<file path="src/rtl/imem_fetch_ctrl.sv">
// Instruction fetch sequencer: turns the memory's registered 3-word window into one
// variable-length instruction per handshake, and runs block copies between instructions.
module imem_fetch_ctrl #(
  parameter logic [15:0] RESET_PC = 16'h0000,
  parameter int          LEN_W    = 8
) (
  input  logic             clk,
  input  logic             rst_n,
  input  logic             run,
  input  logic             redirect_valid,
  input  logic [15:0]      redirect_addr,
  output logic             out_valid,
  input  logic             out_ready,
  output logic [15:0]      out_inst0,
  output logic [15:0]      out_inst1,
  output logic [15:0]      out_inst2,
  output logic [1:0]       out_len,
  output logic [15:0]      out_pc,
  output logic [15:0]      mem_addr,
  input  logic [15:0]      mem_inst0,
  input  logic [15:0]      mem_inst1,
  input  logic [15:0]      mem_inst2,
  output logic [15:0]      mem_wr_src,
  output logic [15:0]      mem_wr_dst,
  output logic             mem_wr_en,
  input  logic             copy_req,
  input  logic [15:0]      copy_src,
  input  logic [15:0]      copy_dst,
  input  logic [LEN_W-1:0] copy_len,
  output logic             copy_busy,
  output logic             copy_done
);

  localparam logic [1:0]  S_ISSUE    = 2'd0;
  localparam logic [1:0]  S_WAIT     = 2'd1;
  localparam logic [1:0]  S_HOLD     = 2'd2;
  localparam logic [1:0]  S_COPY     = 2'd3;
  localparam logic [14:0] RESET_WORD = 15'(RESET_PC >> 1);

  logic [1:0]       r_state;
  logic [14:0]      r_pc;
  logic             r_out_valid;
  logic [15:0]      r_inst0;
  logic [15:0]      r_inst1;
  logic [15:0]      r_inst2;
  logic [1:0]       r_len;
  logic [15:0]      r_out_pc;
  logic [15:0]      r_src;
  logic [15:0]      r_dst;
  logic [LEN_W-1:0] r_cnt;
  logic             r_wr_en;
  logic [15:0]      r_wr_src;
  logic [15:0]      r_wr_dst;
  logic             r_busy;
  logic             r_done;

  logic [1:0]       w_dec_len;
  logic [14:0]      w_redir_word;

  assign w_dec_len    = mem_inst0[15] ? (mem_inst0[14] ? 2'd3 : 2'd2) : 2'd1;
  assign w_redir_word = 15'(redirect_addr >> 1);

  // Copy outputs are issued one cycle ahead of the counter, so the first word
  // goes out on the cycle right after acceptance and the last one is followed
  // directly by the completion pulse.
  always_ff @(posedge clk) begin
    if (!rst_n) begin
      r_state     <= S_ISSUE;
      r_pc        <= RESET_WORD;
      r_out_valid <= 1'b0;
      r_inst0     <= '0;
      r_inst1     <= '0;
      r_inst2     <= '0;
      r_len       <= '0;
      r_out_pc    <= {RESET_WORD, 1'b0};
      r_src       <= '0;
      r_dst       <= '0;
      r_cnt       <= '0;
      r_wr_en     <= 1'b0;
      r_wr_src    <= '0;
      r_wr_dst    <= '0;
      r_busy      <= 1'b0;
      r_done      <= 1'b0;
    end else begin
      r_done <= 1'b0;
      case (r_state)
        S_ISSUE: begin
          if (copy_req) begin
            r_state <= S_COPY;
            r_busy  <= 1'b1;
            if (copy_len != '0) begin
              r_wr_en  <= 1'b1;
              r_wr_src <= copy_src;
              r_wr_dst <= copy_dst;
              r_src    <= copy_src + 16'd1;
              r_dst    <= copy_dst + 16'd1;
              r_cnt    <= copy_len - LEN_W'(1);
            end else begin
              r_cnt  <= '0;
              r_done <= 1'b1;
            end
          end else if (run && !redirect_valid) begin
            r_state <= S_WAIT;
          end
        end
        S_WAIT: begin
          if (redirect_valid) begin
            r_state <= S_ISSUE;
          end else begin
            r_inst0     <= mem_inst0;
            r_inst1     <= (w_dec_len >= 2'd2) ? mem_inst1 : 16'h0000;
            r_inst2     <= (w_dec_len == 2'd3) ? mem_inst2 : 16'h0000;
            r_len       <= w_dec_len;
            r_out_pc    <= {r_pc, 1'b0};
            r_out_valid <= 1'b1;
            r_state     <= S_HOLD;
          end
        end
        S_HOLD: begin
          if (redirect_valid) begin
            r_state <= S_ISSUE;
          end else if (out_ready) begin
            r_out_valid <= 1'b0;
            r_pc        <= r_pc + {13'd0, r_len};
            r_state     <= S_ISSUE;
          end
        end
        default: begin
          if (r_cnt != '0) begin
            r_wr_en  <= 1'b1;
            r_wr_src <= r_src;
            r_wr_dst <= r_dst;
            r_src    <= r_src + 16'd1;
            r_dst    <= r_dst + 16'd1;
            r_cnt    <= r_cnt - LEN_W'(1);
          end else begin
            // A zero-length copy already pulsed done at acceptance.
            r_wr_en <= 1'b0;
            r_busy  <= 1'b0;
            r_done  <= r_wr_en;
            r_state <= S_ISSUE;
          end
        end
      endcase
      if (redirect_valid) begin
        r_pc        <= w_redir_word;
        r_out_valid <= 1'b0;
      end
    end
  end

  assign out_valid  = r_out_valid;
  assign out_inst0  = r_inst0;
  assign out_inst1  = r_inst1;
  assign out_inst2  = r_inst2;
  assign out_len    = r_len;
  assign out_pc     = r_out_pc;
  assign mem_addr   = {r_pc, 1'b0};
  assign mem_wr_src = r_wr_src;
  assign mem_wr_dst = r_wr_dst;
  assign mem_wr_en  = r_wr_en;
  assign copy_busy  = r_busy;
  assign copy_done  = r_done;

endmodule
</file>
<file path="config.mk">
export PLATFORM = sky130hd
export DESIGN_NAME = imem_fetch_ctrl
export DESIGN_NICKNAME = d
export VERILOG_FILES = /design/src/rtl/imem_fetch_ctrl.sv
export SDC_FILE = /design/constraint.sdc
export NUM_CORES = 1
export LEC_CHECK = 0
export CORE_MARGIN = 2
export CORE_UTILIZATION = 43
export DETAILED_ROUTE_END_ITERATION = 10
export PLACE_DENSITY = 0.77
export SLEW_MARGIN = 10
export SYNTH_ARGS = -nofsm -noshare
export SYNTH_HDL_FRONTEND = slang
export SYNTH_SLANG_ARGS = --single-unit
</file>
<file path="constraint.sdc">
create_clock -name clk -period 2.8 [get_ports clk]
set_input_delay 0.56 -clock clk [delete_from_list [all_inputs] [get_ports clk]]
set_output_delay 0.56 -clock clk [all_outputs]
set_load 0.005 [all_outputs]
</file>
==> results of run 1 <==
## logic make-up (layout without fill, tap and decap cells)
family / after synthesis / in the layout / share of synthesized area (%)
XOR/XNOR: 22 / 22 / 2.49
buffers and inverters: 86 / 315 / 4.96
other: 1 / 2 / 0.0485
AND/OR/NAND/NOR: 376 / 376 / 23.5
AO/OA/AOI/OAI: 248 / 248 / 21.3
flip-flops: 157 / 157 / 40.7
adder cells (fa/ha/maj): 13 / 13 / 2.20
multiplexers: 36 / 36 / 4.78
## state kept, by name, indices dropped and copies added, names as in the netlist, 8 cells and up
signal      flops
out_inst0      16
out_inst2      16
out_pc         15
out_inst1      16
r_cnt           8
r_pc           15
mem_wr_dst     16
r_dst          16
r_src          16
mem_wr_src     16
## tightest hold or removal path, stage by stage, from the launching register on
cell	delay, ns
dfxtp_1	0.31
nand2_1	0.05
a21oi_1	0.05
## worst paths after layout
path | from | endpoint | slack [ns] | depth (start not counted)
worst max-delay path | r_state[0] | r_src[8] | 0.22 | 9
worst min-delay path | out_inst1[0] | out_inst1[0] | 0.45 | 2
worst max register to register | r_state[0] | r_src[8] | 0.22 | 9
worst min register to register | out_inst1[0] | out_inst1[0] | 0.45 | 2
## power breakdown
| part | switching [mW] | leakage [nW] | total, mW | internal, mW |
|---|---|---|---|---|
| logic | 2.96 | 2.48 | 5.34 | 2.37 |
| registers | 0.389 | 1.28 | 3.13 | 2.74 |
| clock network | 1.08 | 0.281 | 2.27 | 1.19 |
| total | 4.43 | 4.04 | 10.7 | 6.30 |
## layout by cell type (no fill, tap or decap), drive strengths merged, types with 3 or more instances in the layout
master / instances
dfxtp: 157
ha: 12
mux2i: 29
nor2b: 5
nor3: 10
o221a: 3
nand4: 22
a211oi: 33
nor2: 96
and3: 8
or3: 6
nand2b: 5
o211ai: 6
a21oi: 91
xnor2: 13
a2111oi: 3
nand3b: 7
nand3: 44
a31oi: 10
nand2: 140
o31ai: 3
clkinv: 3
o22ai: 9
and2: 3
xor2: 9
nand4b: 8
nor4: 8
a22oi: 22
mux2: 7
a311oi: 8
nor3b: 6
o21ai: 30
clkdlybuf4s50: 224
buf: 43
clkbuf: 17
inv: 27
o211a: 3
a21boi: 5
a21o: 3
## layer usage
metal  GRT usage, %  vias up  part of all wire, %
met4           10.2        0                  3.2
li1               -     3815                    -
met1           31.4     3591                   45
met3           4.78       48                  5.2
met5              0        -                    0
met2           37.6      247                   46
## area by class of cell
| class | count | area, um2 |
|---|---|---|
| sequential | 157 | 3140 |
| clock inverter | 15 | 144 |
| tap | 229 | 287 |
| clock buffer | 17 | 425 |
| fill | 1559 | 6840 |
| inverter | 16 | 62.6 |
| timing repair buffer | 267 | 2650 |
| multi-input combinational | 697 | 4230 |
==> flow_metrics.tcl, run 1 <==
set metrics [dict create \
    io_buffer_count 224 \
    wl_per_cell_um 16.3 \
    rows 49 \
    tns_ns 0 \
    cts_made_buffers 17 \
    cts_hold_buf 0 \
    drt_iter0_markers 643 \
    finalCritPeriodShare_pct 92.2 \
    leakagePower_nw 4.04 \
    setup_viol 0 \
    vias 7701 \
    syn_area_mm2 0.00772 \
    die_x_um 138 \
    placed_cells 1366 \
    post_cts_buffers 0 \
    cts_resized 0 \
    post-route-util_pct 61.6 \
    powerDensity_mw_per_mm2 981 \
    grt_pass1_wl_um 37200 \
    async_reset_ff_share_pct 0 \
    max_freq_ghz 0.388 \
    drv_slew 0 \
    yosysUniqueCellTypes 76 \
    worst_pin_slew_ns 0.693 \
    grt_pass1_vias 7105 \
    cp_slowest_stage_delay_ns 0.39 \
    synth_cells 939 \
    dr.pass1.iters 5 \
    syn_area_per_cell_um2 8.23 \
    cp-end-kind "flip-flop" \
    yosys_warnings 0 \
    fin_cells 1398 \
    synthFlopType "dfxtp_1" \
    crit_required_ns 3.16 \
    critical_path_buf_inv_count 1 \
    crit_slowest_cell "ha_4" \
    hold_violations 0 \
    critPathMaxFanout 32 \
    skew_ns 0.00915 \
    yosys.area.top_type "dfxtp_1" \
    design_area_mm2 0.0109 \
    critPathTopFamily "adder cells" \
    grt_start_max_net_pins 51 \
    gp_congestion 0.834 \
    clockBufferDepth 2 \
    ctsRootBufferMaster "clkbuf_16" \
    whs_ns 0.451 \
    track_usage_pct 23.6 \
    crit_type "flip-flop to flip-flop" \
    drc 0 \
    antenna_found_initial 0 \
    path_cells "inv_1, ha_4, mux2_2, ha_1, nand4_1, a22oi_1, nand2_1, or3_1, a31oi_1" \
    synth_top_area_share_pct 40.7 \
    ant_nets 0 \
    viasPerCell 5.51 \
    worstPathArrival_ns 2.94 \
    die-area_mm2 0.0191 \
    cts.sinks 157 \
    ys_seq_elements 157 \
    worstHoldPathType "flip-flop to flip-flop" \
    io_pins 228 \
    drive_gt1_share_pct 9.15 \
    cp-start-kind "flip-flop" \
    worst_slack_ns 0.220 \
    clk_latency_ns 0.43 \
    nets 1279 \
    cts_max_level 4 \
    yosys.cell_count.top_type "dfxtp_1" \
    antenna_cells 0 \
    grt_overflow 0 \
    synth_edf_count 0 \
    status "complete, no violations" \
    areaGrowthSynthToFinish_pct 41.7 \
    yosysSeqAreaShare_pct 40.7 \
    rsz0062_at_grt "no" \
    cap_violations 0 \
    min_period_ns 2.58 \
    peakVddDrop_v 0.000711 \
    synth_common_cells "dfxtp_1, nand2_1, nor2_1" \
    routed_wl_um 22900 \
    die_h_um 138 \
    p_total_mw 10.7 \
    clkSlewWorstSetupHoldPaths_ns 0.07 \
    design.core.area_mm2 0.0178 \
    placed_area_mm2 0.0104 \
    start_util_pct 43.4 \
    dp_slack_ns -0.0580 \
    synth.area.top_cells "dfxtp_1, nand2_1, a21oi_1" \
    cts_tree "done" \
    slew-limit-headroom_pct 53.4 \
    dp_hpwl_um 16400 \
]
(Power assumes the default switching activity.)
==> run 2: changes to the inputs <==
--- a/config.mk
+++ b/config.mk
@@ -5,6 +5,7 @@
 export SDC_FILE = /design/constraint.sdc
 export NUM_CORES = 1
 export LEC_CHECK = 0
+export ABC_AREA = 1
 export CORE_MARGIN = 2
 export CORE_UTILIZATION = 43
 export DETAILED_ROUTE_END_ITERATION = 10
==> run 2 against run 1 <==
Compared with the run above: routed wire length is 3.3% lower; critical path depth up 3; synthesized area decreased by 0.94%; combinational power about the same; final cell count is 11% higher; sequential power grew 3%; non-clock buffer count shrank 25; first-iteration DRC count shrank 33%; synthesized cell count grew 18%; sequential cell count did not move; total power increased by 3.3%; critical endpoint is now r_src[14].
==> flow_metrics.tcl, run 2 <==
set metrics [dict create \
    grt_start_max_net_pins 81 \
    hold_violations 0 \
    dp_slack_ns 0.244 \
    synth.area.top_cells "dfxtp_1, nand2_1, a21oi_1" \
    peakVddDrop_v 0.000730 \
    wl_per_cell_um 14.3 \
    track_usage_pct 23.0 \
    ctsRootBufferMaster "clkbuf_16" \
    crit_required_ns 3.16 \
    cp-start-kind "flip-flop" \
    synth_common_cells "nand2_1, dfxtp_1, a21oi_1" \
    rr_startpoint "r_state[0]" \
    cts_made_buffers 17 \
    drc 0 \
    p_total_mw 11.1 \
    placed_cells 1514 \
    grt_overflow 0 \
    rows 48 \
    post_cts_buffers 0 \
    start_util_pct 44.1 \
    cap_violations 0 \
    areaGrowthSynthToFinish_pct 39.8 \
    synthFlopType "dfxtp_1" \
    yosys.area.top_type "dfxtp_1" \
    crit_type "flip-flop to flip-flop" \
    cp-startpoint "r_state[0]" \
    critPathMaxFanout 23 \
    cp-endpoint "r_src[14]" \
    finalCritPeriodShare_pct 86.3 \
    die_x_um 137 \
    powerDensity_mw_per_mm2 1040 \
    skew_ns 0.00912 \
    die_h_um 137 \
    synth_cells 1106 \
    syn_area_per_cell_um2 6.92 \
    leakagePower_nw 4.34 \
    design.core.area_mm2 0.0174 \
    slew-limit-headroom_pct 58.3 \
    ant_nets 0 \
    worst_slack_ns 0.383 \
    min_period_ns 2.42 \
    clkSlewWorstSetupHoldPaths_ns 0.06 \
    cts_tree "done" \
    gp_congestion 0.873 \
    final_common_cell "nand2_1" \
    worstPathArrival_ns 2.78 \
    worst_r2r_path_depth 12 \
    synth_edf_count 0 \
    worstHoldPathType "flip-flop to flip-flop" \
    drive_gt1_share_pct 7.19 \
    nets 1431 \
    r2r_end "r_src[14]" \
    yosysSeqAreaShare_pct 41.1 \
    drt_iter0_markers 430 \
    cp-end-kind "flip-flop" \
    dp_hpwl_um 15600 \
    cts_hold_buf 0 \
    die-area_mm2 0.0189 \
    vias 7778 \
    yosys.cell_count.top_type "nand2_1" \
    yosys_warnings 0 \
    io_buffer_count 224 \
    syn_area_mm2 0.00765 \
    synth_top_area_share_pct 41.1 \
    tns_ns 0 \
    rsz0062_at_grt "no" \
    fin_cells 1547 \
    status "complete, no violations" \
    ys_seq_elements 157 \
    cts.sinks 157 \
    cts_resized 0 \
    clockBufferDepth 2 \
    antenna_found_initial 1 \
    drv_slew 0 \
    grt_pass1_wl_um 34700 \
    dr.pass1.iters 5 \
    clk_latency_ns 0.42 \
    cts_max_level 4 \
    setup_viol 0 \
    routed_wl_um 22100 \
    worst_pin_slew_ns 0.624 \
    yosysUniqueCellTypes 42 \
    async_reset_ff_share_pct 0 \
    max_freq_ghz 0.414 \
    io_pins 228 \
    post-route-util_pct 61.6 \
    grt_pass1_vias 7258 \
    layout_common_cells "nand2_1, clkdlybuf4s50_1, dfxtp_1" \
    viasPerCell 5.03 \
    rrSetupSlack_ns 0.38 \
]
[run 2: cell count changes after synthesis, sizes merged, moves of 9 or more]
cell and change:
nand2 +141, o21ai +88, inv +85, a211oi -32
mux2i -28, a21oi +26, nor2 +26, a22oi -22
nand3 +21, xnor2 -12, clkbuf -9
[run 2: metrics by stage]
stage | cell area (um2) | hold slack [ns]
CTS | 10700 | 0.447
global placement | 10100 | 0.435
global route | 10700 | 0.475
detailed placement | 10100 | 0.438
floorplan | 7660 | 0.422
finish | 10700 | 0.444
[run 2: cell type report]
type	count	area (um2)
well taps	225	282
inverters	102	383
clock inverters	13	186
multi-input cells	788	3840
flip-flops and latches	157	3140
fillers	1553	6660
diodes	1	2.50
clock buffers	19	453
repair buffers	242	2410
[run 2: power breakdown]
group / switching, mW / internal (mW) / leakage, nW
sequential: 0.333 / 2.89 / 1.29
clock: 0.963 / 1.55 / 0.314
combinational: 3.21 / 2.15 / 2.74
[run 2: worst min-delay path by stage]
stage	from	to	cells after the start
global placement	r_dst[0]	r_dst[0]	2
finish	r_dst[0]	r_dst[0]	2
global route	r_dst[1]	r_dst[1]	2
CTS	r_dst[0]	r_dst[0]	2
floorplan	r_dst[0]	r_dst[0]	2
detailed placement	r_dst[0]	r_dst[0]	2
[run 2: worst max-delay path: stages, from the launching register on]
cell and delay, ns:
dfxtp_1 0.33, inv_1 0.12, ha_2 0.52, inv_2 0.17
buf_4 0.27, nand2_1 0.09, nand3_1 0.09, nor2_2 0.23
nand2_2 0.12, nor2_4 0.12, nand2_1 0.08, and2_1 0.14
nor2_1 0.08
[run 2: cell families (layout without fill, tap and decap cells)]
| kind of cell | count (synthesis) | after routing | share of synthesized area, % |
|---|---|---|---|
| xor gates and xnor gates | 17 | 17 | 1.95 |
| AOI/OAI and AO/OA | 259 | 259 | 18.1 |
| muxes | 1 | 1 | 0.131 |
| buffers and inverters | 162 | 376 | 8.94 |
| and+or+nand+nor | 496 | 496 | 27.5 |
| other | 1 | 3 | 0.0490 |
| adders and majority gates | 13 | 13 | 2.22 |
| DFF | 157 | 157 | 41.1 |
[run 2: per-layer routing]
| layer | track usage [%] | wire, um | up-vias |
|---|---|---|---|
| li1 | - | - | 3996 |
| met1 | 29.7 | 9650 | 3537 |
| met2 | 36.9 | 10600 | 196 |
| met3 | 4.64 | 1150 | 49 |
| met4 | 10.8 | 671 | 0 |
| met5 | 0 | 0 | - |
==> run 3: changes to the inputs <==
--- a/config.mk
+++ b/config.mk
@@ -7,9 +7,9 @@
 export LEC_CHECK = 0
 export ABC_AREA = 1
 export CORE_MARGIN = 2
-export CORE_UTILIZATION = 43
+export CORE_UTILIZATION = 40
 export DETAILED_ROUTE_END_ITERATION = 10
-export PLACE_DENSITY = 0.77
+export PLACE_DENSITY = 0.72
 export SLEW_MARGIN = 10
 export SYNTH_ARGS = -nofsm -noshare
 export SYNTH_HDL_FRONTEND = slang
==> run 3 against run 2 <==
Compared with the run above: worst setup slack improved by 0.054 ns; largest power group unchanged; critical endpoint is now r_dst[8]; utilization decreased by 5.1 points; critical path depth decreased by 1.
==> flow_metrics.tcl, run 3 (synthesis gave the netlist of run 2 again) <==
set metrics [dict create \
    areaGrowthSynthToFinish_pct 38.8 \
    ant_nets 0 \
    placed_cells 1519 \
    pwr-share-comb_pct 49.3 \
    grt_pass1_wl_um 35500 \
    slew-limit-headroom_pct 61.6 \
    drc 0 \
    hold_end "r_dst[0]" \
    nFillCells 1814 \
    hold_violations 0 \
    final_common_cell "nand2_1" \
    intPower_mw 6.28 \
    peakVddDrop_v 0.000669 \
    die-area_mm2 0.0203 \
    critical_path_buf_inv_count 2 \
    dp_hpwl_um 15400 \
    track_usage_pct 21.6 \
    powerDensity_mw_per_mm2 1020 \
    die_h_um 142 \
    rsz0062_at_grt "no" \
    gp_congestion 0.839 \
    skew_ns 0.0147 \
    worst_r2r_path_depth 11 \
    wl_per_cell_um 14.3 \
    design.core.area_mm2 0.0188 \
    cts.sinks 157 \
    cp-start-kind "flip-flop" \
    hold_depth 2 \
    die_x_um 142 \
    cts_resized 0 \
    r2r_end "r_dst[8]" \
    status "complete, no violations" \
    cap_violations 0 \
    crit_slowest_cell "dfxtp_1" \
    nets 1427 \
    cts_made_buffers 17 \
    io_pins 228 \
    ctsRootBufferMaster "clkbuf_16" \
    crit_required_ns 3.15 \
    leakagePower_nw 4.29 \
    drive_gt1_share_pct 6.83 \
    rows 50 \
    grt_pass1_vias 7144 \
    clockBufferDepth 2 \
    rr_startpoint "r_state[0]" \
    dr.pass1.iters 6 \
    antenna_found_initial 0 \
    viasPerCell 5.02 \
    total_switching_power_mw 4.54 \
    worstPathArrival_ns 2.71 \
    whs_ns 0.452 \
    finalCritPeriodShare_pct 84.4 \
    layout_common_cells "nand2_1, clkdlybuf4s50_1, dfxtp_1" \
    critPathTopFamily "adder cells" \
    clk_latency_ns 0.42 \
    routed_wl_um 22100 \
    worst_pin_slew_ns 0.577 \
    setup_viol 0 \
    post_cts_buffers 0 \
    start_util_pct 40.8 \
    vias 7792 \
    tns_ns 0 \
    crit_type "flip-flop to flip-flop" \
    cts_max_level 4 \
    critPathMaxFanout 18 \
    path_cells "inv_1, ha_2, buf_4, o21ai_1, ha_1, nand2_1, nor2_4, nand3_1, o21ai_1, nand2_1, a21oi_1" \
    clkSlewWorstSetupHoldPaths_ns 0.07 \
    max_freq_ghz 0.423 \
    grt_start_max_net_pins 92 \
    rrSetupSlack_ns 0.44 \
    antenna_cells 0 \
    io_buffer_count 224 \
    design_area_mm2 0.0106 \
    cp_slowest_stage_delay_ns 0.36 \
    min_period_ns 2.36 \
    swShare_pct 41.9 \
    clkPwrFrac_pct 20.9 \
    placed_area_mm2 0.0100 \
    cts_hold_buf 0 \
    fin_cells 1551 \
    drv_slew 0 \
    worstHoldPathType "flip-flop to flip-flop" \
    hold_path_startpoint "r_dst[0]" \
    cp-end-kind "flip-flop" \
    power_frac_seq_pct 29.7 \
    cts_tree "done" \
    post-route-util_pct 56.6 \
    grt_overflow 0 \
    drt_iter0_markers 384 \
]
-- run 3: cell types whose count changed in the layout (fill, tap and decap cells not counted), sizes merged --
cell / delta
clkbuf: -1
bufinv: -3
diode: -1
inv: +3
clkinvlp: +1
buf: -4
-- run 3: stage by stage --
step | total power, mW | worst slack (ns)
after CTS | 10.9 | 0.446
after global routing | 11.7 | 0.215
final | 10.8 | 0.437
after global placement | 8.49 | 0.315
after detailed placement | 8.59 | 0.271
after floorplan | 6.85 | 0.743
-- run 3: worst max path at each step --
stage          slack (ns)         from         to  cells past startpoint
3_3_place_gp         0.32  copy_len[0]   r_dst[9]                     12
6_report             0.44   r_state[0]   r_dst[8]                     11
2_1_floorplan        0.74   r_state[0]   r_dst[8]                     11
4_1_cts              0.45   r_state[0]   r_dst[8]                     11
3_5_place_dp         0.27  copy_len[0]  r_dst[12]                     14
5_1_grt              0.21   r_state[0]   r_dst[8]                     10
-- run 3: power groups by stage --
stage	Combinational [mW]	Clock [mW]	Sequential, mW
floorplan	3.62	0	3.23
global placement	5.24	0	3.24
detailed placement	5.33	0	3.26
CTS	5.36	2.32	3.22
global route	6.03	2.41	3.28
finish	5.33	2.26	3.22
-- run 3: cell type report --
class                      count  area, um2  share of cell area (%)
multi-input combinational    788       3840                    36.1
sequential                   157       3140                    29.6
timing repair buffer         238       2390                    22.5
clock buffer                  18        439                    4.14
inverter                     102        383                    3.61
tap                          234        293                    2.76
clock inverter                14        133                    1.25
-- run 3: layer usage --
layer / global-route usage [%] / vias up / part of all wire [%]
li1: - / 3989 / -
met1: 29.0 / 3558 / 45
met2: 34.8 / 215 / 47
met3: 4.21 / 30 / 5.2
met4: 7.71 / 0 / 2.2
met5: 0 / - / 0
-- run 3: worst min-delay path, delay by kind of cell (launching register included) --
kind            cells  cell delay, ns
flops               1            0.30
compound gates      1            0.06
buf+inv             1            0.06
